`src/rtl/ram_if_pkg.sv`:
```
// rtl/ram_if_pkg.sv - shared types and default widths for the RAM access controller
// Contents:
//   DEF_ADDR_W / DEF_DATA_W : default RAM geometry (64 x 8)
//   ram_ctrl_state_t        : controller state encoding
//   ram_req_t               : one request (we, addr, wdata) at default widths
package ram_if_pkg;

    localparam int DEF_ADDR_W = 6;
    localparam int DEF_DATA_W = 8;

    typedef enum logic [1:0] {
        IDLE  = 2'd0,
        WRITE = 2'd1,
        READ  = 2'd2,
        RESP  = 2'd3
    } ram_ctrl_state_t;

    typedef struct packed {
        logic                  we;
        logic [DEF_ADDR_W-1:0] addr;
        logic [DEF_DATA_W-1:0] wdata;
    } ram_req_t;

endpackage

```
`src/rtl/ram_access_ctrl_if.sv`:
```
// rtl/ram_access_ctrl_if.sv - request/response channel bundle for ram_access_ctrl
// Signals:
//   req_valid/req_ready : request handshake
//   req_we/req_addr/req_wdata : request payload, sampled on the handshake edge
//   rsp_valid/rsp_ready : read-response handshake
//   rsp_rdata : read data, stable while rsp_valid is high
// Modports: master = requester side, slave = controller side.
interface ram_access_ctrl_if #(
    parameter int ADDR_W = ram_if_pkg::DEF_ADDR_W,
    parameter int DATA_W = ram_if_pkg::DEF_DATA_W
);

    logic              req_valid;
    logic              req_ready;
    logic              req_we;
    logic [ADDR_W-1:0] req_addr;
    logic [DATA_W-1:0] req_wdata;
    logic              rsp_valid;
    logic              rsp_ready;
    logic [DATA_W-1:0] rsp_rdata;

    modport master (
        output req_valid,
        output req_we,
        output req_addr,
        output req_wdata,
        output rsp_ready,
        input  req_ready,
        input  rsp_valid,
        input  rsp_rdata
    );

    modport slave (
        input  req_valid,
        input  req_we,
        input  req_addr,
        input  req_wdata,
        input  rsp_ready,
        output req_ready,
        output rsp_valid,
        output rsp_rdata
    );

endinterface

```
`src/rtl/ram_access_ctrl.sv`:
```
// rtl/ram_access_ctrl.sv - initiator-side controller for a single-port RAM
// Ports:
//   clock, reset_n : rising-edge clock, asynchronous active-low reset
//   bus (slave)    : request channel in, read-response channel out
//   ram_data_in, ram_addr, ram_we : RAM port, driven only by this block
//   ram_q          : RAM read data, valid RD_LAT cycles after ram_addr
//   busy           : high whenever the controller is not idle
// Every output comes straight from a flop; the comb process computes next
// values for all of them so req_ready/busy always agree with the state.
module ram_access_ctrl
    import ram_if_pkg::*;
#(
    parameter int ADDR_W = DEF_ADDR_W,
    parameter int DATA_W = DEF_DATA_W,
    parameter int RD_LAT = 1
) (
    input  logic              clock,
    input  logic              reset_n,
    ram_access_ctrl_if.slave  bus,
    output logic [DATA_W-1:0] ram_data_in,
    output logic [ADDR_W-1:0] ram_addr,
    output logic              ram_we,
    input  logic [DATA_W-1:0] ram_q,
    output logic              busy
);

    // RD_LAT is limited to 0..3, so a 2-bit counter covers it
    localparam logic [1:0] LAT_CNT = 2'(RD_LAT);

    ram_ctrl_state_t   state_q, state_n;
    logic [1:0]        cnt_q, cnt_n;
    logic              req_ready_q, req_ready_n;
    logic              rsp_valid_q, rsp_valid_n;
    logic [DATA_W-1:0] rsp_rdata_q, rsp_rdata_n;
    logic              ram_we_q, ram_we_n;
    logic [ADDR_W-1:0] ram_addr_q, ram_addr_n;
    logic [DATA_W-1:0] ram_din_q, ram_din_n;
    logic              busy_q, busy_n;

    always_ff @(posedge clock or negedge reset_n) begin
        if (!reset_n) begin
            state_q     <= IDLE;
            cnt_q       <= 2'd0;
            req_ready_q <= 1'b1;
            rsp_valid_q <= 1'b0;
            rsp_rdata_q <= '0;
            ram_we_q    <= 1'b0;
            ram_addr_q  <= '0;
            ram_din_q   <= '0;
            busy_q      <= 1'b0;
        end else begin
            state_q     <= state_n;
            cnt_q       <= cnt_n;
            req_ready_q <= req_ready_n;
            rsp_valid_q <= rsp_valid_n;
            rsp_rdata_q <= rsp_rdata_n;
            ram_we_q    <= ram_we_n;
            ram_addr_q  <= ram_addr_n;
            ram_din_q   <= ram_din_n;
            busy_q      <= busy_n;
        end
    end

    always_comb begin
        state_n     = state_q;
        cnt_n       = cnt_q;
        rsp_valid_n = rsp_valid_q;
        rsp_rdata_n = rsp_rdata_q;
        // write enable is a one-cycle pulse, only raised on entry to WRITE
        ram_we_n    = 1'b0;
        ram_addr_n  = ram_addr_q;
        ram_din_n   = ram_din_q;

        case (state_q)
            IDLE: begin
                if (bus.req_valid && req_ready_q) begin
                    ram_addr_n = bus.req_addr;
                    ram_din_n  = bus.req_wdata;
                    cnt_n      = 2'd0;
                    if (bus.req_we) begin
                        state_n  = WRITE;
                        ram_we_n = 1'b1;
                    end else begin
                        state_n  = READ;
                    end
                end
            end
            WRITE: begin
                // RAM captures the write on the edge that leaves this state
                state_n = IDLE;
            end
            READ: begin
                if (cnt_q == LAT_CNT) begin
                    rsp_rdata_n = ram_q;
                    rsp_valid_n = 1'b1;
                    state_n     = RESP;
                end else begin
                    cnt_n = cnt_q + 2'd1;
                end
            end
            RESP: begin
                if (bus.rsp_ready) begin
                    rsp_valid_n = 1'b0;
                    state_n     = IDLE;
                end
            end
            default: begin
                state_n = IDLE;
            end
        endcase

        req_ready_n = (state_n == IDLE);
        busy_n      = (state_n != IDLE);
    end

    assign bus.req_ready = req_ready_q;
    assign bus.rsp_valid = rsp_valid_q;
    assign bus.rsp_rdata = rsp_rdata_q;
    assign ram_we        = ram_we_q;
    assign ram_addr      = ram_addr_q;
    assign ram_data_in   = ram_din_q;
    assign busy          = busy_q;

endmodule

```
`src/flat_wrapper.sv`:
```
// flat-port wrapper written by rule: the top's interface ports become plain ports
module ram_access_ctrl_flat import ram_if_pkg::*;
#(
    parameter int ADDR_W = DEF_ADDR_W,
    parameter int DATA_W = DEF_DATA_W,
    parameter int RD_LAT = 1
)
  (clock, reset_n, ram_data_in, ram_addr, ram_we, ram_q, busy, bus_req_valid, bus_req_we, bus_req_addr, bus_req_wdata, bus_rsp_ready, bus_req_ready, bus_rsp_valid, bus_rsp_rdata);
  ram_access_ctrl_if #(.ADDR_W(ADDR_W), .DATA_W(DATA_W)) bus_i ();
  input  logic clock;
  input  logic reset_n;
  output logic [DATA_W-1:0] ram_data_in;
  output logic [ADDR_W-1:0] ram_addr;
  output logic ram_we;
  input  logic [DATA_W-1:0] ram_q;
  output logic busy;
  input wire logic [$bits(bus_i.req_valid)-1:0] bus_req_valid;
  input wire logic [$bits(bus_i.req_we)-1:0] bus_req_we;
  input wire logic [$bits(bus_i.req_addr)-1:0] bus_req_addr;
  input wire logic [$bits(bus_i.req_wdata)-1:0] bus_req_wdata;
  input wire logic [$bits(bus_i.rsp_ready)-1:0] bus_rsp_ready;
  output wire logic [$bits(bus_i.req_ready)-1:0] bus_req_ready;
  output wire logic [$bits(bus_i.rsp_valid)-1:0] bus_rsp_valid;
  output wire logic [$bits(bus_i.rsp_rdata)-1:0] bus_rsp_rdata;
  assign bus_i.req_valid = bus_req_valid;
  assign bus_i.req_we = bus_req_we;
  assign bus_i.req_addr = bus_req_addr;
  assign bus_i.req_wdata = bus_req_wdata;
  assign bus_i.rsp_ready = bus_rsp_ready;
  assign bus_req_ready = bus_i.req_ready;
  assign bus_rsp_valid = bus_i.rsp_valid;
  assign bus_rsp_rdata = bus_i.rsp_rdata;
  ram_access_ctrl #(.ADDR_W(ADDR_W), .DATA_W(DATA_W), .RD_LAT(RD_LAT)) u_core (.clock(clock), .reset_n(reset_n), .bus(bus_i), .ram_data_in(ram_data_in), .ram_addr(ram_addr), .ram_we(ram_we), .ram_q(ram_q), .busy(busy));
endmodule
```
`config.mk`:
```
export PLATFORM = sky130hd
export DESIGN_NAME = ram_access_ctrl_flat
export DESIGN_NICKNAME = d
export VERILOG_FILES = /design/src/rtl/ram_if_pkg.sv /design/src/rtl/ram_access_ctrl_if.sv /design/src/rtl/ram_access_ctrl.sv /design/src/flat_wrapper.sv
export SDC_FILE = /design/constraint.sdc
export NUM_CORES = 1
export LEC_CHECK = 0
export CORE_ASPECT_RATIO = 1.1
export CORE_UTILIZATION = 40
export DETAILED_ROUTE_END_ITERATION = 7
export GPL_TIMING_DRIVEN = 0
export PLACE_DENSITY = 0.77
export SLEW_MARGIN = 25
export SYNTH_ARGS = -nofsm -noshare
export SYNTH_HDL_FRONTEND = slang
export SYNTH_SLANG_ARGS = --single-unit
export TNS_END_PERCENT = 50
```
`constraint.sdc`:
```
create_clock -name clock -period 1.4 [get_ports clock]
set_input_delay 0.14 -clock clock [delete_from_list [all_inputs] [get_ports clock]]
set_output_delay 0.14 -clock clock [all_outputs]
set_load 0.05 [all_outputs]
```
======== Yosys cells after proc, flatten, opt, wreduce, memory -nomap -nowiden ========
Cells that the tools add are included.
cells by class
  $add $sub $neg .......................... 1
  equal/unequal tests ..................... 8
  mux-type cells .......................... 14
  reductions and logical operators ........ 10
operators by type and width
  kind                   number
  $mux W2                6
  $pmux W2 S4            1
  $reduce_and A3 Y1      2
  $reduce_bool A2 Y1     3
  $mux W1                5
  $eq A2 B1 Y1 const B   2
  $eq A2 B2 Y1 const B   2
  $logic_not A2 Y1       2
  $ne A2 B1 Y1 const B   2
  $ne A2 B2 Y1 const B   2
  $pmux W2 S2            1
  $reduce_and A2 Y1      2
  $add A2 B1 Y2 const B  1
  $pmux W1 S2            1
  $logic_and A1 B1 Y1    1
word-level totals
  bits in registers ....................... 30
  input bits .............................. 27
  logic and storage cells ................. 42

======== Depth between registers and ports, before layout ========
Gate-level depths: netlist of run 1.
  word-level depth ........................ 4
  gate-level depth with buffers ........... 6
  gate-level depth less buffers ........... 5

======== Least setup slack after synthesis of run 1 ========
No wires, ideal clock.
  path type ............................... register to register
  start ................................... register u_core.req_ready_q, in the netlist u_core.bus.req_ready
  end ..................................... register u_core.ram_addr_q[0], in the netlist u_core.ram_addr[0]
  library setup time ...................... 0.066 ns
  arrival time ............................ 1.290 ns
  path slack .............................. 0.044 ns
  cell stages (with the launch flop) ...... 6
  path buffers ............................ 2
  cells stage by stage .................... dfstp_2 > nor4bb_1 > buf_4 > buf_6 > nand2_1 > nand2_1
on the way
  longest elaborated chain between the ends .. 2
ends and longest elaborated chain
  item                         RTL line               source
  from (decl)                  ram_access_ctrl.sv:32  logic req_ready_q, req_ready_n;
  from (signal assigned)       ram_access_ctrl.sv:54  req_ready_q <= req_ready_n;
  $logic_and A1 B1 Y1          ram_access_ctrl.sv:76  if (bus.req_valid && req_ready_q) begin
  $reduce_and A2 Y1 (no line)  --
  to (signal assigned)         ram_access_ctrl.sv:58  ram_addr_q <= ram_addr_n;
  to (decl)                    ram_access_ctrl.sv:36  logic [ADDR_W-1:0] ram_addr_q, ram_addr_n;
Every way passes these cells.
A chain may end at the register's enable or synchronous reset.

======== Worst setup path after layout of run 1 ========
  start ................................... register u_core.ram_din_q[7], in the netlist u_core.ram_data_in[7]
  end ..................................... output ram_data_in[7]
RTL lines
  item                    RTL line               source
  from (decl)             ram_access_ctrl.sv:37  logic [DATA_W-1:0] ram_din_q, ram_din_n;
  from (signal assigned)  ram_access_ctrl.sv:59  ram_din_q <= ram_din_n;
  to (decl)               flat_wrapper.sv:12     output logic [DATA_W-1:0] ram_data_in;
No word-level cell between the ends.

==> flow_metrics.tcl, run 1 <==
set metrics [dict create \
    outcome "complete, no violations" \
    postPlaceCellArea_um2 1740 \
    vias 939 \
    wl_mm 2.35 \
    ys_seq_area_share_pct 63.4 \
    route.detailed.drc 0 \
    clk_pin_slew_ns 0.08 \
    grt_pass1_wl_mm 3.78 \
    final.fill_count 249 \
    path_cells "dlygate4sd2_1" \
    cts_buffers 5 \
    portBuffers 52 \
    syn-cell-area_um2 1190 \
    p_leak_nw 0.914 \
    min_path_type "in -> reg" \
    synth_cell_types 19 \
    finalCritPeriodShare_pct 96.3 \
    grtUsageTotal_pct 17.1 \
    path_buf_inv 1 \
    nets 196 \
    ys_top_cells_by_area "dfrtp_1 (61%), nand2_1 (15%), mux2_2 (7.6%), dfstp_2 (2.2%), buf_6 (1.9%)" \
    endpoint_kind "primary output" \
    finalPower_mw 4.66 \
    tightest_slew_ns 0.637 \
    drt_iter0_markers 12 \
    finalMaxSlewViolations 0 \
    crit_type "reg -> out" \
    crit_family "buffers and inverters" \
    drtAntennaViolNets 0 \
    syn_to_final_growth_pct 50.9 \
    critical_path_required_ns 1.26 \
    max_stage_delay_ns 0.54 \
    gr-total-overflow 0 \
    grt_pass1_vias 869 \
    layout_setup_ws_ns 0.0515 \
    die_w_um 53.9 \
    grt_max_degree 31 \
    finClkSkew_ns 0.00847 \
    ios 53 \
    vias_per_cell 4.70 \
    cts_tree "built" \
    critPathArrivalTime_ns 1.21 \
    rsz0062_at_grt "no" \
    synth_most_common_cell "nand2_1" \
    final_area_um2 1790 \
    clkSinkCount 30 \
    die_h_um 59.1 \
    ys_async_sr_fraction_pct 100 \
    rows 20 \
    cts_root_buf "clkbuf_4" \
    dieArea_um2 3190 \
    netlist_instances 108 \
    hpwl_mm 1.75 \
    postSynthAreaPerCell_um2 11.0 \
    ys_seq_elements 30 \
    initial_core_util_pct 42.3 \
    wl_per_cell_um 11.8 \
    stdcell_count 200 \
    core_um2 2800 \
    relSlewSlack_pct 57.6 \
    setup_tns_ns 0 \
    postSynthNetCount 136 \
    path_max_fanout 2 \
    finalHoldViolations 0 \
    clock_latency_ns 0.32 \
    ys_warn_count 0 \
    yosys-top-cells-count "nand2_1 (46), dfrtp_1 (29), mux2_2 (8)" \
    timing.fmax_mhz 742 \
    antenna_found_initial 0 \
    synth_edf_count 0 \
    cap_violations 0 \
    ir_worst_vdd_mv 1.45 \
    pre_cts_ws_ns -0.0681 \
    place.gp.congestion 0.684 \
    yosysTopAreaCellShare_pct 61.2 \
    hold_ws_ns 0.346 \
    slowest_stage "dlygate4sd2_1" \
    drive_gt1_share_pct 16.8 \
    setup_viol 0 \
    start_kind "register" \
    seq_area_um2 753 \
    postCtsSetupRepairBufs 0 \
    diodes 0 \
    powerDensity_nw_per_um2 2600 \
    yosysTopAreaCell "dfrtp_1" \
    final_core_util_pct 63.9 \
    multi_input_area_um2 403 \
    synth-main-ff-cell "dfrtp_1" \
    dp.cells 193 \
    dr.pass1.iters 4 \
    h-tree-depth 2 \
    period_minus_slack_ns 1.35 \
    clock_path_buffers 2 \
]
[where the power goes]
group	internal (mW)	switching [mW]
registers	1.29	0.218
clock network	0.226	0.258
logic	0.834	1.84
total	2.35	2.31
[cells by family after synthesis]
kind of cell	count (synthesis)	share of synthesized area (%)
AND/OR/NAND/NOR	53	19.6
flip-flops	30	63.4
multiplexers	9	8.44
buffers and inverters	8	4.32
AO/OA/AOI/OAI	7	3.16
adder cells (fa/ha/maj)	1	1.05
[final timing paths]
| check | start | end | slack, ns | cells after the start |
|---|---|---|---|---|
| worst min register to register | u_core.ram_data_in[3]$_DFFE_PN0P_ | u_core.ram_data_in[3]$_DFFE_PN0P_ | 0.47 | 2 |
| worst max register to register | u_core.cnt_q[0]$_DFFE_PN0P_ | u_core.cnt_q[0]$_DFFE_PN0P_ | 0.07 | 4 |
| worst max-delay path | u_core.ram_data_in[7]$_DFFE_PN0P_ | ram_data_in[7] | 0.05 | 1 |
| min in group asynchronous | reset_n | u_core.busy$_DFF_PN0_ | 0.37 | 2 |
| worst min-delay path | bus_req_addr[5] | u_core.ram_addr[5]$_DFFE_PN0P_ | 0.35 | 3 |
| max in group asynchronous | reset_n | u_core.state_q[0]$_DFF_PN0_ | 0.57 | 2 |
[routing by layer]
metal,global-route usage [%],vias up,wire length [µm]
met5,0,-,0
met4,7.89,0,40
met3,7.44,6,193
met2,25.9,36,1140
met1,20.7,433,973
li1,-,464,-
[flip-flops by register name (all words and copies together) (netlist names)]
signal,count
u_core.bus.req_ready,1
u_core.bus.rsp_rdata,8
u_core.bus.rsp_valid,1
u_core.busy,1
u_core.cnt_q,2
u_core.ram_addr,6
u_core.ram_data_in,8
u_core.ram_we,1
u_core.state_q,2
[timing repair]
item	CTS	global route
hold endpoints to repair	29	0
hold buffers	1	0
cloned	0	0
setup endpoints to repair	26	12
gates resized for setup	30	6
[cell type report]
cell class	count	share of cell area [%]
flip-flops and latches	30	42.1
repair buffers	53	27.4
clock buffers	6	2.87
multi-input cells	70	22.5
inverters	3	0.629
well taps	33	2.31
plain buffers	5	2.24
[layout by cell type (no fill, tap or decap), types with 2 or more instances in the layout]
cell type,count
clkdlybuf4s50_1,25
a21oi_1,2
nand2_1,46
buf_6,2
o21ai_0,4
dfrtp_1,28
buf_2,4
inv_1,3
mux2_2,8
dlygate4sd2_1,24
nand3_1,2
clkbuf_4,5
Power figures use the tool's default switching activity.
==> run 2: changes to the inputs <==
Settings changed: CORE_MARGIN set to 4.
==> run 2 against run 1 <==
Compared with the run above:
- count of clock-buffer cells in the layout did not move
- total power rose by 0.86%
- via count rose by 0.53%
- sequential share of layout area fell by 0.41 points
- cell count rose by 1.0%
- register-to-register slack improved by 0.03 ns
- critical path depth did not move
==> flow_metrics.tcl, run 2 (same netlist as run 1, synthesis figures left out) <==
set metrics [dict create \
    nets 198 \
    gr-total-overflow 0 \
    finalMaxSlewViolations 0 \
    clkSinkCount 30 \
    slowest_stage "dfstp_2" \
    clk_pin_slew_ns 0.08 \
    cts_tree "built" \
    drive_gt1_share_pct 17.8 \
    finClkSkew_ns 0.00312 \
    critical_path_required_ns 1.26 \
    cts_root_buf "clkbuf_4" \
    relSlewSlack_pct 56.9 \
    portBuffers 52 \
    path_max_fanout 3 \
    place.gp.congestion 0.708 \
    wl_per_cell_um 13.0 \
    ir_worst_vdd_mv 1.59 \
    period_minus_slack_ns 1.36 \
    dr.pass1.iters 4 \
    final_common_cell "nand2_1" \
    crit_end "bus_req_ready" \
    cp.depth 1 \
    max_stage_delay_ns 0.55 \
    grt_max_degree 31 \
    vias 944 \
    grt_pass1_vias 1026 \
    drtAntennaViolNets 0 \
    layout_setup_ws_ns 0.0398 \
    start_kind "register" \
    endpoint_kind "primary output" \
    p_leak_nw 0.902 \
    vias_per_cell 4.67 \
    pre_cts_ws_ns -0.0652 \
    clock_path_buffers 2 \
    grt_pass1_wl_mm 4.50 \
    cap_violations 0 \
    rows 20 \
    final_area_um2 1810 \
    r2r-start "u_core.cnt_q[0]$_DFFE_PN0P_" \
    core_um2 2800 \
    initial_core_util_pct 42.3 \
    postPlaceCellArea_um2 1740 \
    h-tree-depth 2 \
    drt_iter0_markers 15 \
    timing.fmax_mhz 735 \
    dp.cells 193 \
    crit_type "reg -> out" \
    r2r_end "u_core.bus.rsp_rdata[1]$_DFFE_PN0P_" \
    wl_mm 2.63 \
    outcome "complete, no violations" \
    die_h_um 65.1 \
    crit_start "u_core.bus.req_ready$_DFF_PN1_" \
    cts_buffers 5 \
    antenna_found_initial 0 \
    finalCritPeriodShare_pct 97.2 \
    route.detailed.drc 0 \
    syn_to_final_growth_pct 52.4 \
    path_buf_inv 1 \
    path_cells "clkdlybuf4s18_2" \
    critPathArrivalTime_ns 1.22 \
    rsz0062_at_grt "yes" \
    mostFrequentLayoutCells "nand2_1 (46), dfrtp_1 (28), clkdlybuf4s50_1 (25), dlygate4sd2_1 (19), mux2_2 (8)" \
    hold_ws_ns 0.357 \
    finalHoldViolations 0 \
    diodes 0 \
    min_path_type "in -> reg" \
    powerDensity_nw_per_um2 2600 \
    die_w_um 59.9 \
    tightest_slew_ns 0.646 \
    ios 53 \
    hpwl_mm 1.98 \
    clock_latency_ns 0.31 \
    crit_family "flip-flops" \
    ff2ff_setup_slack_ns 0.10 \
    stdcell_count 202 \
    finalPower_mw 4.70 \
    rr_worst_depth 3 \
    dieArea_um2 3900 \
    setup_viol 0 \
    grtUsageTotal_pct 15.0 \
]
[run 2: changes by cell type in the layout (fill, tap and decap cells not counted), sizes merged]
cell / previous run / this run
dlygate4sd2: 24 / 19
clkdlybuf4s18: 0 / 1
clkdlybuf4s15: 1 / 6
buf: 7 / 8
[run 2: power breakdown]
group          leakage (nW)  switching (mW)  internal [mW]
combinational         0.510            1.85          0.869
sequential            0.362           0.219           1.29
clock                0.0302           0.252          0.226
[run 2: final cells by class]
| type | instances | area (µm²) |
|---|---|---|
| fillers | 258 | 995 |
| flip-flops and latches | 30 | 753 |
| repair buffers | 55 | 517 |
| multi-input cells | 70 | 394 |
| clock buffers | 6 | 51.3 |
| well taps | 33 | 41.3 |
| plain buffers | 5 | 40.0 |
| inverters | 3 | 11.3 |
[run 2: per-layer routing]
layer | global-route usage, % | vias to the layer above | share of wire (%)
met2 | 25.8 | 38 | 50
met5 | 0 | - | 0
met1 | 17.2 | 437 | 40
met4 | 4.16 | 0 | 0.95
met3 | 5.70 | 4 | 9.2
li1 | - | 465 | -
[run 2: per-stage QoR]
step	setup TNS (ns)	util, %
global route	-0.0297	64.5
global placement	-8.11	62.4
floorplan	0	-
CTS	0	63.3
detailed placement	-0.589	62.2
finish	0	64.5
[run 2: worst min-delay path by stage]
stage / slack [ns] / cells after the start / startpoint / endpoint
after floorplan: -0.16 / 0 / reset_n / u_core.bus.rsp_rdata[0]$_DFFE_PN0P_
after global routing: 0.35 / 3 / bus_req_addr[1] / u_core.ram_addr[1]$_DFFE_PN0P_
final: 0.36 / 3 / bus_req_wdata[3] / u_core.ram_data_in[3]$_DFFE_PN0P_
after CTS: 0.35 / 3 / bus_req_wdata[7] / u_core.ram_data_in[7]$_DFFE_PN0P_
after detailed placement: 0.20 / 1 / reset_n / u_core.ram_addr[5]$_DFFE_PN0P_
after global placement: 0.46 / 2 / u_core.ram_data_in[2]$_DFFE_PN0P_ / u_core.ram_data_in[2]$_DFFE_PN0P_
[run 2: what timing repair did]
| action | CTS | global route |
|---|---|---|
| hold buffers | 1 | 0 |
| buffers inserted | 0 | 2 |
| hold endpoints to repair | 29 | 0 |
| pin swaps | 0 | 0 |
| resized for setup | 28 | 11 |
| setup endpoints to repair | 26 | 28 |
==> run 3: changes to the inputs <==
Settings changed: GPL_ROUTABILITY_DRIVEN set to 0.
==> results of run 3 <==
Final layout, timing and power as in run 2 (identical DEF).
